**config.mk**
```make
export PLATFORM = sky130hd
export DESIGN_NAME = bundle_sequencer
export DESIGN_NICKNAME = d
export VERILOG_FILES = /design/src/rtl/bundle_sequencer.sv
export SDC_FILE = /design/constraint.sdc
export NUM_CORES = 1
export LEC_CHECK = 0
export BUFFER_PORTS_ARGS = -buffer_cell sky130_fd_sc_hd__buf_2
export CELL_PAD_IN_SITES_DETAIL_PLACEMENT = 2
export CELL_PAD_IN_SITES_GLOBAL_PLACEMENT = 2
export CORE_ASPECT_RATIO = 2
export CORE_MARGIN = 2
export CORE_UTILIZATION = 19
export CTS_CLUSTER_SIZE = 25
export DETAILED_ROUTE_END_ITERATION = 7
export GPL_ROUTABILITY_DRIVEN = 0
export GPL_TIMING_DRIVEN = 1
export PLACE_DENSITY_LB_ADDON = 0.1
export SLEW_MARGIN = 20
export SYNTH_ARGS = -nofsm -noshare
export SYNTH_HDL_FRONTEND = slang
export SYNTH_SLANG_ARGS = --single-unit
```
**constraint.sdc**
```tcl
create_clock -name clk -period 2.59 [get_ports clk]
set_input_delay 0.777 -clock clk [delete_from_list [all_inputs] [get_ports clk]]
set_output_delay 0.777 -clock clk [all_outputs]
set_load 0.02 [all_outputs]
```
**src/rtl/bundle_sequencer.sv**
```systemverilog
// Bundle sequencer: streams D-bit hypervectors into an external bank of D
// signed up/down counters, then reads the counter signs back as the
// bitwise majority of the accepted vectors.
module bundle_sequencer #(
  parameter int D  = 32,
  parameter int W  = 16,
  parameter int NW = 8
) (
  input  logic          clk,
  input  logic          rst,
  input  logic          start,
  input  logic [NW-1:0] n_vecs,
  input  logic          abort,
  input  logic          in_valid,
  output logic          in_ready,
  input  logic [D-1:0]  in_data,
  output logic          out_valid,
  input  logic          out_ready,
  output logic [D-1:0]  out_data,
  output logic          ctr_rst,
  output logic          ctr_update,
  output logic [D-1:0]  ctr_bits,
  input  logic [D-1:0]  ctr_sign,
  output logic          busy,
  output logic          done,
  output logic [NW-1:0] vec_cnt
);

  // The counters must hold +/-(2^NW - 1) without wrapping into the sign bit.
  if (((64'd1 << NW) - 64'd1) >= (64'd1 << (W - 1))) begin : g_width_check
    $error("bundle_sequencer: W too small for NW");
  end

  typedef enum logic [2:0] {
    IDLE,
    CLEAR,
    ACCUM,
    SETTLE,
    OUTPUT
  } state_t;

  state_t        state_q;
  logic [NW-1:0] rem_q;
  logic [NW-1:0] vec_cnt_q;
  logic [D-1:0]  out_data_q;
  logic          out_valid_q;
  logic          xfer;

  // Input side is only open while accumulating; reset closes it immediately.
  assign in_ready   = (state_q == ACCUM) && !rst;
  assign xfer       = in_valid && in_ready && !abort;
  assign ctr_update = xfer;

  // Counter bits follow the input word in ACCUM and are forced low elsewhere.
  for (genvar gi = 0; gi < D; gi++) begin : g_lane
    assign ctr_bits[gi] = in_data[gi] & in_ready;
  end

  // Counter bank is cleared during sequencer reset and for the CLEAR cycle.
  assign ctr_rst   = rst || (state_q == CLEAR);
  assign busy      = (state_q != IDLE);
  assign out_valid = out_valid_q;
  assign out_data  = out_data_q;
  assign vec_cnt   = vec_cnt_q;
  // Completion is flagged in the handshake cycle itself.
  assign done      = out_valid_q && out_ready && !abort && !rst;

  // Job control FSM: reset beats abort, abort beats start and everything else.
  always_ff @(posedge clk) begin
    if (rst) begin
      state_q     <= IDLE;
      rem_q       <= '0;
      vec_cnt_q   <= '0;
      out_data_q  <= '0;
      out_valid_q <= 1'b0;
    end else if (abort) begin
      // Abort in IDLE is a no-op apart from suppressing a simultaneous start.
      state_q     <= IDLE;
      out_valid_q <= 1'b0;
    end else begin
      case (state_q)
        IDLE: begin
          if (start) begin
            rem_q     <= n_vecs;
            vec_cnt_q <= '0;
            state_q   <= CLEAR;
          end
        end
        CLEAR: begin
          state_q <= (rem_q == '0) ? SETTLE : ACCUM;
        end
        ACCUM: begin
          if (xfer) begin
            rem_q     <= rem_q - NW'(1);
            vec_cnt_q <= vec_cnt_q + NW'(1);
            if (rem_q == NW'(1)) begin
              state_q <= SETTLE;
            end
          end
        end
        SETTLE: begin
          // The last update has landed in the counters by now; a negative
          // counter means the lane saw more 1s than 0s.
          out_data_q  <= ctr_sign;
          out_valid_q <= 1'b1;
          state_q     <= OUTPUT;
        end
        OUTPUT: begin
          if (out_ready) begin
            out_valid_q <= 1'b0;
            state_q     <= IDLE;
          end
        end
        default: begin
          state_q     <= IDLE;
          out_valid_q <= 1'b0;
        end
      endcase
    end
  end

endmodule

```
# Word-level counts from Yosys, hierarchy flattened
# Cells that the tools add are included.
# word_totals
regBits,52
latchBits,0
ramBits,0
rom_bits,0
inputBits,78
out_inout_bits,78
word_cells,83
mem_count,0
# op_classes
addsub,2
multipliers,0
div_mod_pow,0
n_lt_le_gt_ge,0
n_eq_ne,9
shift,0
n_mux,14
bitwise_logic,34
reduce_logical,19
# ops
operator,n
1-bit AND,32
8-bit two-way mux,4
8-bit one-hot mux with 2 select lines,2
3-bit one-hot mux with 5 select lines,1
3-bit two-way mux,4
8-bit by 1-bit adder with 8-bit output (second input constant),1
8-bit by 1-bit == test with 1-bit output (second input constant),1
8-bit zero test,1
4-bit AND reduction,2
8-bit by 1-bit subtractor with 8-bit output (second input constant),1
3-bit by 2-bit == test with 1-bit output (second input constant),2
1-bit logical AND,6
2-bit inequality test (second input constant),3
2-bit AND reduction,2
3-bit by 1-bit == test with 1-bit output (second input constant),1
3-bit == test (second input constant),1
3-bit zero test,1
1-bit one-hot mux with 3 select lines,1
3-bit nonzero test,1
3-bit OR reduction,1
1-bit zero test,2
1-bit two-way mux,2
2-bit by 1-bit inequality test with 1-bit output (second input constant),1
1-bit inverter,2
3 further kinds,3

# Logic depth before layout (Yosys ltp)
# logic_depth
word_depth,6
ltp_mapped,7
depth_no_buf,6

# Worst setup path before layout
# No wires, ideal clock.
# synth_path
path_type,in2out
start,in rst
end,out ctr_bits[14]
t_arrival_ns,2.094
t_required_ns,1.813
setup_slack_ns,-0.281
cell_stages,6
path_buffers,3
cell_sequence,clkbuf_1 > or4b_1 > clkbuf_1 > inv_2 > buf_2 > and2_1
# synth_via
elab_chain_cells,3
# synth_lines
item,line,source
start: declaration,10,"input logic rst,"
1-bit zero test,50,assign in_ready = (state_q == ACCUM) && !rst;
1-bit logical AND,50,
net in_ready,15,"output logic in_ready,"
1-bit AND,56,assign ctr_bits[gi] = in_data[gi] & in_ready;
end: declaration,22,"output logic [D-1:0] ctr_bits,"
# The timed path passes the listed nets, and every way through them passes these cells.

# Worst setup path in the final report
# layout_path
start,in rst
end,out ctr_bits[13]
# layout_via
elab_chain_cells,3
# layout_lines
item,line
1-bit zero test,50
1-bit logical AND,50
1-bit AND,56
# No other way between the ends.

==> results.md <==
* Tcrit/Tclk final at 103.5%
* Worst-margin pin slew at ~540 ps
* Routed vias at roughly 2900
* Final setup violation count at 32
* Gr ovfl total at 0
* Largest net degree at the start of global routing at 46
* Crit start category: primary input
* Power per standard cell area at between 400 and 500 mW/mm²
* CTS buffer count at 5
* Seq/Total Area, Yosys at between 40% and 50%
* Wire per inst at around 16 µm
* First-pass GRT wire length at 15880 µm
* Critical Path AT at 1900 ps
* Crit path time final at between 2000 and 3000 ps
* Hold WC Path Type: register to register
* Status: finished, violations left
* Most common cell in the synthesized netlist: nand2_1
* Maximum vdd drop at approximately 280 µV
* Post-synth EDFFs at 0
* Final clock skew at approximately 3.4 ps
* Clk pwr share at 40.1%
* Post-synth top area cell: dfxtp_1
* Fillers at around 1500
* Cts hold-fix bufs at 0
* Buffers added on ports at 155
* Worst reg2reg setup slack at between 700 and 800 ps
* Pint at roughly 1300 µW
* Max Fclk at 372.9 MHz
* Final design utilization at between 30% and 40%
* Clock Sinks at 52
* Die Span Y at around 160 µm
* Antenna cells at 0
* Logic gate share of total power at between 10% and 20%
* Slew headroom at between 60% and 70%
* Switching pwr at about 420 µW
* First DRT Iteration DRCs at 38
* Vias in the first global route at a little over 3000
* Max Slew Vio Count at 0
* First-pass DRT Iterations at 4
* Clk root buf: clkbuf_16
* Syn nets at 402
* Max Root-Sink Buffers at 2
* Area Growth Syn to Fin at 59.42%
* Violated checks: negative setup slack
* H-tree lvl count at 2
* Setup ws final at -91.60 ps
* Top post-synthesis cells by count: nand2_1 (78), dfxtp_1 (52), a21oi_1 (39)
* Initial Util at 19.46%
* DR DRC count at 0
* DP HPWL at between 7000 and 8000 µm
* DIE AREA at about 0.014 mm²
* Layout cells sized above 1 at between 40% and 50%
* GRT Overall Usage at between 10% and 20%
* Fin. Hold Viols at 0
* Reg power frac at a little under half
* Crit Path Category: primary input to output port
* Sw Ratio at ~25%
* Via/cell ratio at 4.561
* WL final at around 10000 µm
* Crit. End Element: output port
* Synth Flop Type: dfxtp_1
* Leakage at around 0.0018 µW
* Ys async rst share at 0%
* Cell variety after synth at 44
* Ys Warns at 0
* Worst-path maximum fanout at 17
* CTS tree: done
* Critical path data required time at 1810 ps
* Die width at roughly 84 µm
* I/O pin cnt at about 160
* Cell Area, Synth at 0.002457 mm²
* Proportion of netlist area held by the largest area contributor at approximately 42%
* Clk_lat worst skew at 290 ps
* Top post-synthesis cells by area: dfxtp_1 (42%), nand2_1 (12%), and2_1 (8.4%)
* Max-Cap Viols at 0
* Syn Inst Count at 320
* FF+latch count, synth at 52
* # rows at 58
* Core area at around 0.013 mm²
* Post-Syn Area per Cell at 7.679 µm²
* Pre-CTS WS at -192.0 ps
* CTS clk-pin slew, worst paths at 70 ps
* Antenna-violating nets left at 0
* RSZ-0062 raised after global routing: yes
* Setup TNS at -2425 ps
* # nets final at around 560
* Initial antenna violation count at 0
## cell families (layout without fill, tap and decap cells)
| family | count (synthesis) | count (layout) | synth area share (%) |
|---|---|---|---|
| AOI/OAI and AO/OA | 79 | 79 | 19.09 |
| xor gates and xnor gates | 1 | 1 | 0.3565 |
| adders and majority gates | 4 | 4 | 2.037 |
| buffers and inverters | 30 | 186 | 5.244 |
| DFF | 52 | 52 | 42.36 |
| muxes | 1 | 1 | 0.4582 |
| and+or+nand+nor | 153 | 153 | 30.45 |
## state kept, by name, indices dropped and copies added (netlist names)
name       cells
state_q        3
out_valid      1
vec_cnt        8
out_data      32
rem_q          8
## path summary, 6_finish.rpt
check	end	start	depth (start not counted)
worst max-delay path	ctr_bits[13]	rst	6
worst min-delay path	out_data[9]	out_data[9]	2
worst max register to register	rem_q[4]	rem_q[0]	6
worst min register to register	out_data[9]	out_data[9]	2
## power by group through the flow
stage / logic, µW / registers, µW / clock network (µW)
final: 208 / 818 / 687
after global routing: 231 / 820 / 753
after CTS: 213 / 819 / 724
after detailed placement: 202 / 837 / 0
after global placement: 198 / 837 / 0
after floorplan: 97.9 / 835 / 0
## critical path, cell delays in order
cell and delay (ps):
buf_6 100, or4b_4 510, inv_6 100, buf_12 140
and2_2 150, buf_6 110
## layout by cell type, fill, tap and decap left out, types with 5 or more instances in the layout
master	n
buf_2	121
nand2_1	78
dfxtp_1	52
a21oi_1	39
buf_6	34
and2_4	30
buf_4	13
o21ai_1	11
nor3_1	7
inv_1	6
nor2_1	6
clkbuf_16	5
## metal layers
metal | global-route usage, % | routed length [µm] | vias to the layer above
met5 | 0 | 0 | -
met2 | 29.04 | 5865 | 105
li1 | - | - | 1386
met3 | 2.749 | 613 | 7
met4 | 5.267 | 227 | 0
met1 | 13.81 | 3326 | 1357
## repair_timing
action	in CTS	in global routing
resized for setup	70	2
pin swaps	1	0
endpoints found under the setup margin	34	33
cloned	1	0
setup buffers	0	0
## metrics by stage
step                      instance area, µm²  power, µW  instances  hold slack (ps)
after floorplan                         2556      933.2        320            424.2
after global placement                  3518       1034        617            440.0
after detailed placement                3518       1039        617            447.9
after CTS                               3913       1755        626            458.3
after global routing                    3918       1803        626            479.3
final                                   3918       1714        626            455.5
## cell type report
type                       count  area (µm²)  area share (%)
sequential                    52        1041           26.57
inverter                       8       35.03          0.8943
clock buffer                   6       138.9           3.545
clock inverter                 2       10.01          0.2555
timing repair buffer         170        1134           28.94
multi-input combinational    238        1371           35.00
tap                          150       187.7           4.791
Note: power is estimated with default switching activity, not from simulation.
